[src/rtl/alu_arbiter.sv]
// rtl/alu_arbiter.sv - round-robin sharing of one ALU between two requesters
// Accepts one op at a time, waits ALU_LAT edges for alu_ot, returns it to the owner.
module alu_arbiter #(
   parameter int ALU_LAT = 1
) (
   input  logic        clk,
   input  logic        rst,

   input  logic        req0_valid,
   output logic        req0_ready,
   input  logic [31:0] req0_a,
   input  logic [31:0] req0_b,
   input  logic [15:0] req0_imm,
   input  logic [5:0]  req0_opcode,
   input  logic [5:0]  req0_funct,

   input  logic        req1_valid,
   output logic        req1_ready,
   input  logic [31:0] req1_a,
   input  logic [31:0] req1_b,
   input  logic [15:0] req1_imm,
   input  logic [5:0]  req1_opcode,
   input  logic [5:0]  req1_funct,

   output logic        rsp0_valid,
   input  logic        rsp0_ready,
   output logic [31:0] rsp0_data,

   output logic        rsp1_valid,
   input  logic        rsp1_ready,
   output logic [31:0] rsp1_data,

   output logic [31:0] alu_a,
   output logic [31:0] alu_b,
   output logic [15:0] alu_imm,
   output logic [5:0]  alu_opcode,
   output logic [5:0]  alu_funct,
   input  logic [31:0] alu_ot
);

   typedef enum logic [1:0] {
      IDLE = 2'd0,
      EXEC = 2'd1,
      RESP = 2'd2
   } state_t;

   localparam logic [3:0] CNT_INIT = 4'(ALU_LAT - 1);

   state_t      state_q, state_d;
   logic        owner_q, owner_d;
   logic        last_q, last_d;
   logic [3:0]  cnt_q, cnt_d;
   logic [31:0] alu_a_q, alu_a_d;
   logic [31:0] alu_b_q, alu_b_d;
   logic [15:0] alu_imm_q, alu_imm_d;
   logic [5:0]  alu_opcode_q, alu_opcode_d;
   logic [5:0]  alu_funct_q, alu_funct_d;
   logic        rsp0_valid_q, rsp0_valid_d;
   logic        rsp1_valid_q, rsp1_valid_d;
   logic [31:0] rsp0_data_q, rsp0_data_d;
   logic [31:0] rsp1_data_q, rsp1_data_d;

   logic        grant_any;
   logic        grant_sel;
   logic        accept;
   logic        rsp_done;

   always_comb begin
      grant_any = req0_valid | req1_valid;
      // On a tie the port that did not own the previous operation goes next.
      grant_sel = (req0_valid & req1_valid) ? ~last_q : req1_valid;
      accept    = (state_q == IDLE) & grant_any & ~rst;
      rsp_done  = (state_q == RESP) & (owner_q ? rsp1_ready : rsp0_ready);
   end

   assign req0_ready = accept & ~grant_sel;
   assign req1_ready = accept &  grant_sel;

   always_comb begin
      state_d      = state_q;
      owner_d      = owner_q;
      last_d       = last_q;
      cnt_d        = cnt_q;
      alu_a_d      = alu_a_q;
      alu_b_d      = alu_b_q;
      alu_imm_d    = alu_imm_q;
      alu_opcode_d = alu_opcode_q;
      alu_funct_d  = alu_funct_q;
      rsp0_valid_d = rsp0_valid_q;
      rsp1_valid_d = rsp1_valid_q;
      rsp0_data_d  = rsp0_data_q;
      rsp1_data_d  = rsp1_data_q;

      case (state_q)
         IDLE: begin
            if (accept) begin
               owner_d = grant_sel;
               cnt_d   = CNT_INIT;
               state_d = EXEC;
               if (grant_sel) begin
                  alu_a_d      = req1_a;
                  alu_b_d      = req1_b;
                  alu_imm_d    = req1_imm;
                  alu_opcode_d = req1_opcode;
                  alu_funct_d  = req1_funct;
               end else begin
                  alu_a_d      = req0_a;
                  alu_b_d      = req0_b;
                  alu_imm_d    = req0_imm;
                  alu_opcode_d = req0_opcode;
                  alu_funct_d  = req0_funct;
               end
            end
         end
         EXEC: begin
            if (cnt_q == 4'd0) begin
               state_d = RESP;
               if (owner_q) begin
                  rsp1_data_d  = alu_ot;
                  rsp1_valid_d = 1'b1;
               end else begin
                  rsp0_data_d  = alu_ot;
                  rsp0_valid_d = 1'b1;
               end
            end else begin
               cnt_d = cnt_q - 4'd1;
            end
         end
         RESP: begin
            if (rsp_done) begin
               rsp0_valid_d = 1'b0;
               rsp1_valid_d = 1'b0;
               last_d       = owner_q;
               state_d      = IDLE;
            end
         end
         default: begin
            state_d = IDLE;
         end
      endcase
   end

   always_ff @(posedge clk or posedge rst) begin
      if (rst) begin
         state_q      <= IDLE;
         owner_q      <= 1'b0;
         last_q       <= 1'b1;
         cnt_q        <= 4'd0;
         alu_a_q      <= 32'd0;
         alu_b_q      <= 32'd0;
         alu_imm_q    <= 16'd0;
         alu_opcode_q <= 6'd0;
         alu_funct_q  <= 6'd0;
         rsp0_valid_q <= 1'b0;
         rsp1_valid_q <= 1'b0;
         rsp0_data_q  <= 32'd0;
         rsp1_data_q  <= 32'd0;
      end else begin
         state_q      <= state_d;
         owner_q      <= owner_d;
         last_q       <= last_d;
         cnt_q        <= cnt_d;
         alu_a_q      <= alu_a_d;
         alu_b_q      <= alu_b_d;
         alu_imm_q    <= alu_imm_d;
         alu_opcode_q <= alu_opcode_d;
         alu_funct_q  <= alu_funct_d;
         rsp0_valid_q <= rsp0_valid_d;
         rsp1_valid_q <= rsp1_valid_d;
         rsp0_data_q  <= rsp0_data_d;
         rsp1_data_q  <= rsp1_data_d;
      end
   end

   assign rsp0_valid = rsp0_valid_q;
   assign rsp1_valid = rsp1_valid_q;
   assign rsp0_data  = rsp0_data_q;
   assign rsp1_data  = rsp1_data_q;
   assign alu_a      = alu_a_q;
   assign alu_b      = alu_b_q;
   assign alu_imm    = alu_imm_q;
   assign alu_opcode = alu_opcode_q;
   assign alu_funct  = alu_funct_q;

endmodule

[config.mk]
export PLATFORM = sky130hd
export DESIGN_NAME = alu_arbiter
export DESIGN_NICKNAME = d
export VERILOG_FILES = /design/src/rtl/alu_arbiter.sv
export SDC_FILE = /design/constraint.sdc
export NUM_CORES = 1
export LEC_CHECK = 0
export ABC_AREA = 1
export ABC_CLOCK_PERIOD_IN_PS = 6100
export BUFFER_PORTS_ARGS = -buffer_cell sky130_fd_sc_hd__buf_2
export CORE_AREA = 2 2 147 149
export DETAILED_ROUTE_END_ITERATION = 16
export DIE_AREA = 0 0 149 151
export PLACE_DENSITY = 0.69
export SYNTH_ARGS = -nofsm -noshare
export SYNTH_HDL_FRONTEND = slang
export SYNTH_SLANG_ARGS = --single-unit
[constraint.sdc]
create_clock -name clk -period 6.1 [get_ports clk]
set_clock_uncertainty 0.15 [all_clocks]
set_input_delay 0.915 -clock clk [delete_from_list [all_inputs] [get_ports clk]]
set_output_delay 0.915 -clock clk [all_outputs]
set_load 0.02 [all_outputs]
==> results.yml <==
finish:
  seqCellArea_um2: 4160
  final_nets: 1610
  syn_to_final_growth_pct: 34.0
  fillers: 2076
  final_common_cell: "nand2_1"
  fin_util_pct: 49.8
  final_cell_mix: "nand2_1 (647), buf_2 (380), dfrtp_1 (165), nand3_1 (131), clkbuf_16 (17)"
  multi_input_area_um2: 3220
  final_layout_size_suffix_gt1_share_pct: 31.1
cts:
  clkLatencyLatePin_ns: 0.41
  ctsResizeCount: 0
  tritoncts: "built"
  cts.clk_slew.worst_paths_ns: 0.06
  cts-htree-levels: 4
  cts_buffers: 17
  hold_buffers: 0
  cts_buffer_depth: 2
  clock-sinks: 166
  post_cts_buffers: 0
  cts_root_buf: "clkbuf_16"
worst_setup_path:
  crit_type: "in -> out"
  endpoint_kind: "primary output"
  crit_fanout: 45
  crit_arrival_ns: 2.32
  r2r_cells: 6
  required_ns: 5.03
  crit_path_start_kind: "input port"
global_routing:
  grt_pass1_wl_um: 38000
  grt_antenna_before_repair: 0
  track_usage_pct: 21.3
  grt_overflow_total: 0
  grt_pass1_vias: 7605
  grt_max_degree: 167
floorplan:
  pin_count: 382
  num_rows: 53
  die_area_um2: 22500
  die_h_um: 151
  fp.dieW_um: 149
  start_util_pct: 37.1
  core_um2: 20800
drt:
  viasPerCell: 4.70
  drtPass1Iterations: 5
  drc: 0
  wl_per_cell_um: 14.3
  routed_wl_um: 24000
  vias: 7867
  postRouteAntennaNets: 0
  drt-initial-drc-count: 385
pwr:
  p_seq_share_pct: 35.3
  vdd_drop_max_v: 0.000231
  p_switching_w: 0.00253
  pwr-share-comb_pct: 45.2
  p_leak_nw: 6.26
  p_sw_share_pct: 45.2
  p_per_area_nw_per_um2: 540
  p_int_w: 0.00307
  pwr-share-clk_pct: 19.5
hold_path:
  min_path_type: "reg -> reg"
  hold_path_depth: 2
sta:
  worst_pin_slew_ns: 1.14
  fmax_mhz: 296
  hold_viol: 0
  setup_violations: 0
  rsz0062_at_grt: "false"
  slew_headroom_pct: 24.2
  slew_violations: 0
  fin_crit_ns: 3.38
  setup-tns-final_ns: 0
  finalCritPeriodShare_pct: 55.4
synth:
  syn-instance-count: 1042
  synth_top_area_cell: "dfrtp_1"
  ys_seq_elements: 166
  yosysUniqueCellTypes: 18
  synth.net_count: 1266
  synthTopCellsByArea: "dfrtp_1 (53%), nand2_1 (31%), nand3_1 (8.5%)"
  synth_top_area_share_pct: 53.4
  synth.avg_cell_area_um2: 7.42
  ys_warn_count: 0
  syn_area_um2: 7730
  ys_seq_area_share_pct: 53.7
run_status:
  status: "completed"
placement:
  port_buffers: 381
  place.detailed.hpwl_um: 16700
  gp_congestion: 0.831
flow_run:
  maxCapViolations: 0
[path summary, 6_finish.rpt]
kind	startpoint	slack [ns]	to
worst min register to register	rsp0_data[12]$_DFFE_PP0P_	0.31	rsp0_data[12]$_DFFE_PP0P_
worst min-delay path	rsp0_data[12]$_DFFE_PP0P_	0.31	rsp0_data[12]$_DFFE_PP0P_
max in group asynchronous	rst	4.46	alu_funct[4]$_DFFE_PP0P_
worst max-delay path	req1_valid	2.72	req0_ready
worst max register to register	state_q[0]$_DFFE_PP0P_	3.09	alu_a[23]$_DFFE_PP0P_
min in group asynchronous	rst	0.70	rsp1_data[2]$_DFFE_PP0P_
[area by class of cell]
type,count,area share [%]
Inverter,14,0.543
Clock buffer,18,4.14
Clock inverter,14,1.58
Sequential cell,166,40.1
Multi-Input combinational cell,796,31.0
Tap cell,275,3.32
Timing Repair Buffer,391,19.3
Antenna cell,1,0.0241
[layer usage]
layer | up-vias | GRT usage, % | share of wire [%]
li1 | 3909 | - | -
met1 | 3599 | 26.5 | 41
met2 | 312 | 34.9 | 48
met3 | 47 | 5.57 | 8.0
met4 | 0 | 9.81 | 3.3
met5 | - | 0 | 0
[worst max-delay path: stages]
cell     delay, ns
buf_4         0.32
inv_2         0.04
nand2_1       0.10
nand3_4       0.40
a21oi_1       0.30
buf_2         0.20
[power by group through the flow]
stage	clock network [W]	logic (W)	registers [W]
3_3_place_gp	0	0.00252	0.00198
4_1_cts	0.00112	0.00256	0.00198
3_5_place_dp	0	0.00257	0.00197
5_1_grt	0.00116	0.00280	0.00204
2_1_floorplan	0	0.000969	0.00263
6_report	0.00109	0.00253	0.00198
[flip-flops by register name (all words and copies together) (netlist names)]
| name | flops |
|---|---|
| rsp0_valid | 1 |
| state_q | 2 |
| alu_opcode | 6 |
| rsp1_valid | 1 |
| alu_imm | 16 |
| cnt_q | 4 |
| rsp0_data | 32 |
| last_q | 1 |
| alu_b | 32 |
| owner_q | 1 |
| alu_funct | 6 |
| rsp1_data | 32 |
| alu_a | 32 |
[through the flow]
stage          power, W  instances  hold slack (ns)  setup WS [ns]  cell area (um^2)
6_report        0.00560       1675            0.315           2.72             10400
5_1_grt         0.00601       1674            0.342           2.57             10400
4_1_cts         0.00566       1674            0.320           2.72             10400
3_5_place_dp    0.00454       1642            0.304           2.41              9770
3_3_place_gp    0.00449       1642            0.298           2.44              9770
2_1_floorplan   0.00359       1042            0.293          0.692              7740
[cell families (layout without fill, tap and decap cells)]
family	after synthesis	after routing	synth area share (%)
DFF	166	166	53.7
and+or+nand+nor	789	789	40.5
xor gates and xnor gates	1	1	0.113
other	0	1	0
adders and majority gates	2	2	0.323
buffers and inverters	80	437	5.05
AOI/OAI and AO/OA	4	4	0.275
[synth_stat cells (all sizes together)]
cell / instances
nand3: 132
buf: 55
xor2: 1
a21oi: 1
dfstp: 1
o22ai: 1
inv: 14
nand2: 649
clkbuf: 11
nor2: 8
o21ai: 2
dfrtp: 165
ha: 2
Note: power is estimated with default switching activity, not from simulation.
